===== src/rtl/uop_debounce2.sv =====
// uop_debounce2 -- two-channel input conditioner ahead of the 2-input NAND stage.
//
// Takes raw asynchronous switch levels (x_raw, y_raw) and produces synchronised,
// debounced levels that drive the NAND x/y inputs, plus one-cycle edge pulses
// per channel and a combined "stable" flag for lab observation.
//
// Ports:
//   clk            rising-edge system clock
//   reset          asynchronous, active-high reset
//   tick           count enable for the debounce counters (tie high to count per clock)
//   x_raw, y_raw   raw asynchronous inputs
//   x_out, y_out   debounced levels (registered)
//   x_rise/x_fall  one-cycle pulses after x_out changes 0->1 / 1->0
//   y_rise/y_fall  same for channel Y
//   stable         both counters idle and both synchronised inputs match their outputs
//
// DEBOUNCE_CYCLES legal range is 1..65535; the counter width is derived from it.

// ---------------------------------------------------------------------------
// Per-channel conditioner: 2-flop synchroniser, debounce counter, edge pulses.
// ---------------------------------------------------------------------------
module uop_debounce2_chan #(
  parameter int         DEBOUNCE_CYCLES = 4,
  parameter int         CNT_W           = $clog2(DEBOUNCE_CYCLES + 1),
  parameter logic       RESET_LEVEL     = 1'b0
) (
  input  logic clk,
  input  logic reset,
  input  logic tick,
  input  logic raw,
  output logic out,
  output logic rise,
  output logic fall,
  output logic settled
);

  // Terminal count: the edge that sees cnt at this value (with tick) commits s2.
  localparam logic [CNT_W-1:0] CNT_MAX = CNT_W'(DEBOUNCE_CYCLES - 1);

  logic             s1, s2;
  logic [CNT_W-1:0] cnt;
  logic             differ;
  logic             at_max;
  logic             fire;

  always_comb begin
    differ  = (s2 != out);
    at_max  = (cnt == CNT_MAX);
    fire    = differ & tick & at_max;
    // Settled only when nothing is pending: no partial count, input agrees.
    settled = (cnt == '0) & ~differ;
  end

  always_ff @(posedge clk or posedge reset) begin
    if (reset) begin
      s1   <= RESET_LEVEL;
      s2   <= RESET_LEVEL;
      out  <= RESET_LEVEL;
      cnt  <= '0;
      rise <= 1'b0;
      fall <= 1'b0;
    end else begin
      // Synchroniser runs every edge regardless of tick.
      s1   <= raw;
      s2   <= s1;
      // Pulses land in the cycle right after out changes; s2 is the new level.
      rise <= fire &  s2;
      fall <= fire & ~s2;
      if (!differ) begin
        // Agreement at any point discards a partial count (glitch rejection).
        cnt <= '0;
      end else if (tick) begin
        if (at_max) begin
          out <= s2;
          cnt <= '0;
        end else begin
          cnt <= cnt + CNT_W'(1);
        end
      end
    end
  end

endmodule

// ---------------------------------------------------------------------------
// Top: two independent channels, bit 0 = X, bit 1 = Y.
// ---------------------------------------------------------------------------
module uop_debounce2 #(
  parameter int   DEBOUNCE_CYCLES = 4,
  parameter logic RESET_LEVEL     = 1'b0
) (
  input  logic clk,
  input  logic reset,
  input  logic tick,
  input  logic x_raw,
  input  logic y_raw,
  output logic x_out,
  output logic y_out,
  output logic x_rise,
  output logic x_fall,
  output logic y_rise,
  output logic y_fall,
  output logic stable
);

  localparam int NUM_CH = 2;
  localparam int CNT_W  = $clog2(DEBOUNCE_CYCLES + 1);

  logic [NUM_CH-1:0] raw_v;
  logic [NUM_CH-1:0] out_v;
  logic [NUM_CH-1:0] rise_v;
  logic [NUM_CH-1:0] fall_v;
  logic [NUM_CH-1:0] settled_v;

  assign raw_v = {y_raw, x_raw};

  for (genvar ch = 0; ch < NUM_CH; ch++) begin : g_ch
    uop_debounce2_chan #(
      .DEBOUNCE_CYCLES (DEBOUNCE_CYCLES),
      .CNT_W           (CNT_W),
      .RESET_LEVEL     (RESET_LEVEL)
    ) u_chan (
      .clk     (clk),
      .reset   (reset),
      .tick    (tick),
      .raw     (raw_v[ch]),
      .out     (out_v[ch]),
      .rise    (rise_v[ch]),
      .fall    (fall_v[ch]),
      .settled (settled_v[ch])
    );
  end

  assign x_out  = out_v[0];
  assign y_out  = out_v[1];
  assign x_rise = rise_v[0];
  assign x_fall = fall_v[0];
  assign y_rise = rise_v[1];
  assign y_fall = fall_v[1];
  // Combinational from registered state only.
  assign stable = &settled_v;

endmodule


===== config.mk =====
export PLATFORM = sky130hd
export DESIGN_NAME = uop_debounce2
export DESIGN_NICKNAME = d
export VERILOG_FILES = /design/src/rtl/uop_debounce2.sv
export SDC_FILE = /design/constraint.sdc
export NUM_CORES = 1
export LEC_CHECK = 0
export ABC_CLOCK_PERIOD_IN_PS = 3150
export BUFFER_PORTS_ARGS = -buffer_cell sky130_fd_sc_hd__clkbuf_2
export CAP_MARGIN = 20
export CORE_AREA = 2 2 41 43
export DETAILED_ROUTE_END_ITERATION = 12
export DIE_AREA = 0 0 43 45
export PLACE_DENSITY = 0.68
export SYNTH_ARGS = -nofsm -noshare
export SYNTH_HDL_FRONTEND = slang
export SYNTH_SLANG_ARGS = --single-unit

===== constraint.sdc =====
create_clock -name clk -period 3.15 [get_ports clk]
set_input_delay 0.315 -clock clk [delete_from_list [all_inputs] [get_ports clk]]
set_output_delay 0.315 -clock clk [all_outputs]
set_load 0.01 [all_outputs]

Yosys cells after proc, flatten, opt, wreduce, memory -nomap -nowiden
Index checks and enable logic that the tools add are counted.
{"block": "word_totals", "reg_bits": 16, "output_inout_bits": 7, "elab_cells": 45}
{"block": "op_classes", "n_addsub": 2, "eq_ne": 6, "n_mux": 6, "bitwise_logic": 14, "n_reduce_logical": 5}
{"operator": "2-to-1 mux 3 bit", "n": 6}
{"operator": "bitwise AND 1 bit", "n": 10}
{"operator": "adder 3 x 1 -> 3 bit (second input constant)", "n": 2}
{"operator": "== test 3 x 2 -> 1 bit (second input constant)", "n": 2}
{"operator": "logical NOT 3 bit", "n": 2}
{"operator": "AND reduction 3 bit", "n": 2}
{"operator": "!= test 2 bit (second input constant)", "n": 2}
{"operator": "inverter 1 bit", "n": 4}
{"operator": "!= test 1 bit", "n": 2}
{"operator": "AND reduction 2 bit", "n": 1}

Logic depth before layout (Yosys ltp)
{"block": "depth", "depth_word": 4, "mapped_depth": 4}

Modules after synthesis
Synthesis repeated with hierarchy kept, for this count alone.
{"block": "unflattened", "cells_unflattened": 57, "area_unflattened_um2": 709.4}
{"mod": "uop_debounce2_chan", "instances": 2, "cells_per_inst": 28, "area_per_inst_um2": 351.6, "seq_area_each_um2": 200.2}
{"mod": "uop_debounce2", "instances": 1, "cells_per_inst": 1, "area_per_inst_um2": 6.3, "seq_area_each_um2": 0.0}

Least setup slack after synthesis
No wires, ideal clock.
{"block": "synth_path", "path_type": "register to output", "start": "register g_ch[0].u_chan.out", "end": "output stable", "arrival_ns": 0.951, "t_required_ns": 2.835, "path_slack_ns": 1.884, "stages_incl_launch_ff": 3, "n_path_buf": 0, "cell_sequence": "dfrtp_1 -> xor2_1 -> nor3_1"}
{"block": "synth_via", "elab_chain_len": 4}
{"item": "from (decl)", "line_no": "31", "text": "output logic out,"}
{"item": "from (signal assigned)", "line_no": "58", "text": "out <= RESET_LEVEL;"}
{"item": "from (signal assigned)", "line_no": "74", "text": "out <= s2;"}
{"item": "!= test 1 bit", "line_no": "47", "text": "differ = (s2 != out);"}
{"item": "inverter 1 bit", "line_no": "51", "text": "settled = (cnt == '0) & ~differ;"}
{"item": "bitwise AND 1 bit", "line_no": "51"}
{"item": "AND reduction 2 bit", "line_no": "141", "text": "assign stable = &settled_v;"}
{"item": "to (decl)", "line_no": "103", "text": "output logic stable"}
No other way between the ends.

Worst setup path in the final report
{"block": "layout_path", "start": "register g_ch[1].u_chan.cnt[0]", "end": "output stable"}
{"block": "layout_via", "elab_chain_len": 3}
{"item": "from (decl)", "line_no": "41", "text": "logic [CNT_W-1:0] cnt;"}
{"item": "from (signal assigned)", "line_no": "77", "text": "cnt <= cnt + CNT_W'(1);"}
{"item": "logical NOT 3 bit", "line_no": "51"}
{"item": "bitwise AND 1 bit", "line_no": "51"}
{"item": "AND reduction 2 bit", "line_no": "141"}
No other way between the ends.

==> flow_summary.json <==
{
  "status": "finished, final reports clean",
  "power_frac_clock_pct": 24.6,
  "p_int_uw": 376,
  "cts_buffers": 3,
  "design.core.area_um2": 1470,
  "p_sw_share_pct": 31.7,
  "wl_per_cell_um": 12.6,
  "layout-drive-gt1-share_pct": 23.6,
  "wl_um": 1110,
  "die_width_um": 43,
  "hold_class": "in2async",
  "fin_tns_setup_ns": 0,
  "gp_congestion": 0.754,
  "synth_area_per_cell_um2": 12.3,
  "grt_max_degree": 17,
  "pwr-share-seq_pct": 49.4,
  "drtIter0Drc": 7,
  "cp_max_fo": 3,
  "fin_cells": 88,
  "cts-root-buf": "clkbuf_4",
  "rsz0062_at_grt": "no",
  "maxSlewHeadroom_pct": 60.7,
  "cts_buffer_depth": 2,
  "end_kind": "output port",
  "setup_viol": 0,
  "crit_required_ns": 2.83,
  "grt_pass1_wl_um": 2050,
  "cts_tree": "built",
  "detail-route-antenna-nets": 0,
  "start_kind": "flip-flop",
  "grt_pass1_vias": 452,
  "io_pins": 12,
  "hold_viol": 0,
  "syn_inst": 58,
  "antenna_cells": 0,
  "dp_hpwl_um": 816,
  "dieArea_um2": 1940,
  "path_class": "reg2out",
  "start_util_pct": 48.4,
  "hold_buffers": 0,
  "synth_cell_type_count": 19,
  "dp.cells": 84,
  "p_leak_uw": 0.000422,
  "finalMaxSlewViolations": 0,
  "grt_overflow": 0,
  "area_delta_synth_final_pct": 14.1,
  "vias": 436,
  "syn_area_um2": 712,
  "grt_use_total_pct": 14.5,
  "drv_cap": 0,
  "die_y_um": 45,
  "clock-sinks": 16,
  "cts_setup_buffers": 0,
  "h-tree-depth": 1,
  "first_pass_iters": 4,
  "portBuffers": 11,
  "vias_per_cell": 4.95,
  "cts-resized-gates": 0,
  "placement_rows": 14,
  "antenna_found_initial": 0,
  "fin_nets": 82,
  "ir_drop_uv": 399,
  "fin_skew_ns": 0.000779,
  "cp.arrival_ns": 1.33,
  "combPwrFrac_pct": 25.9,
  "worstMarginPinSlew_ns": 0.589,
  "clock_latency_ns": 0.28,
  "max_freq_ghz": 0.607,
  "p_switching_uw": 174,
  "drc": 0,
  "post-route-period-util_pct": 52.3,
  "yosysWarnings": 0,
  "seq_area_frac_synth_pct": 56.2,
  "clk_pin_slew_ns": 0.10,
  "power.density_nw_per_um2": 677,
  "synth_nets": 67,
  "min_period_ns": 1.65,
  "synth_seq_cells": 16
}
-- state kept, by name, indices dropped and copies added (netlist names) --
| signal | flops |
|---|---|
| g_ch.u_chan.cnt | 6 |
| g_ch.u_chan.fall | 2 |
| g_ch.u_chan.out | 2 |
| g_ch.u_chan.rise | 2 |
| g_ch.u_chan.s1 | 2 |
| g_ch.u_chan.s2 | 2 |
-- placed cells by master, fill, tap and decap left out --
| cell | n |
|---|---|
| mux2_1 | 1 |
| a21oi_1 | 4 |
| xor2_1 | 2 |
| clkbuf_8 | 1 |
| nand3b_4 | 1 |
| nand3_1 | 4 |
| dfrtp_1 | 16 |
| nand2_1 | 2 |
| inv_1 | 5 |
| nor4b_1 | 2 |
| nor3_1 | 1 |
| nor2_1 | 1 |
| nor3b_1 | 2 |
| mux2_4 | 1 |
| ha_1 | 4 |
| and3_1 | 2 |
| clkbuf_4 | 3 |
| xnor2_1 | 2 |
| nand4bb_1 | 1 |
| clkbuf_2 | 11 |
| nand2b_1 | 6 |
-- cell usage after synthesis --
library cell | n | share of area [%]
mux2_4 | 1 | 2.1
nand2_1 | 2 | 1.1
a21oi_1 | 4 | 2.8
nor4b_1 | 2 | 2.5
xor2_1 | 2 | 2.5
inv_1 | 5 | 2.6
mux2_1 | 1 | 1.6
nand2b_1 | 6 | 5.3
xnor2_1 | 2 | 2.5
nor3_1 | 1 | 0.70
buf_6 | 1 | 1.6
nand4bb_1 | 1 | 1.6
nand3_1 | 4 | 2.8
and3_1 | 2 | 1.8
dfrtp_1 | 16 | 56
ha_1 | 4 | 7.0
nor3b_1 | 2 | 2.1
nand3b_4 | 1 | 2.8
nor2_1 | 1 | 0.53
-- cells by family (layout without fill, tap and decap cells) --
group,Yosys count,count (layout),synth area share [%]
simple gates,22,22,21.1
flops,16,16,56.2
buf+inv,6,20,4.22
fa+ha+maj,4,4,7.03
compound gates,4,4,2.81
xor+xnor,4,4,4.92
mux,2,2,3.69
-- area by class of cell --
cell class                      count  area, um2
Tap cell                           16       20.0
Clock buffer                        4       36.3
Sequential cell                    16        400
Timing Repair Buffer               11       55.1
Multi-Input combinational cell     36        282
Fill cell                         132        659
Inverter                            5       18.8
-- worst max-delay path, stage by stage, from the launching register on --
cell and delay [ns]:
dfrtp_1 0.41, inv_1 0.08, ha_1 0.15, nand4bb_1 0.11, nor3_1 0.14, clkbuf_2 0.16
-- metal layers --
| layer | wire (um) | track usage [%] |
|---|---|---|
| met4 | 0 | 3.64 |
| met1 | 509 | 19.5 |
| met3 | 42 | 3.60 |
| met5 | 0 | 0 |
| met2 | 557 | 23.9 |
-- metrics by stage --
step | hold WS [ns] | power (uW) | util (%) | worst slack (ns) | instance area [um2]
after floorplan | 0.229 | 373 | - | 1.88 | 712
after global routing | 0.114 | 594 | 55.2 | 1.42 | 812
after global placement | 0.337 | 415 | 52.7 | 1.82 | 776
after detailed placement | 0.336 | 420 | 52.7 | 1.82 | 776
after CTS | 0.0918 | 558 | 55.2 | 1.48 | 812
final | 0.0611 | 550 | 55.2 | 1.50 | 812
-- power groups by stage --
stage / sequential, uW / combinational (uW) / clock [uW]
finish: 272 / 143 / 135
global placement: 273 / 142 / 0
global route: 279 / 166 / 149
CTS: 272 / 147 / 139
detailed placement: 276 / 145 / 0
floorplan: 273 / 99.9 / 0
-- worst paths after layout --
path | cells past startpoint | to | from | slack, ns
worst max-delay path | 5 | stable | g_ch[1].u_chan.cnt[0]$_DFFE_PP0P_ | 1.50
worst min-delay path | 2 | g_ch[1].u_chan.s1$_DFF_PP0_ | reset | 0.06
min in group clk | 1 | g_ch[0].u_chan.s1$_DFF_PP0_ | x_raw | 0.13
worst max register to register | 4 | g_ch[0].u_chan.out$_DFFE_PP0P_ | g_ch[0].u_chan.cnt[0]$_DFFE_PP0P_ | 1.91
max in group asynchronous | 2 | g_ch[0].u_chan.cnt[1]$_DFFE_PP0P_ | reset | 2.71
worst min register to register | 0 | g_ch[1].u_chan.s2$_DFF_PP0_ | g_ch[1].u_chan.s1$_DFF_PP0_ | 0.36
No activity file was read; power rests on OpenSTA's default activity.
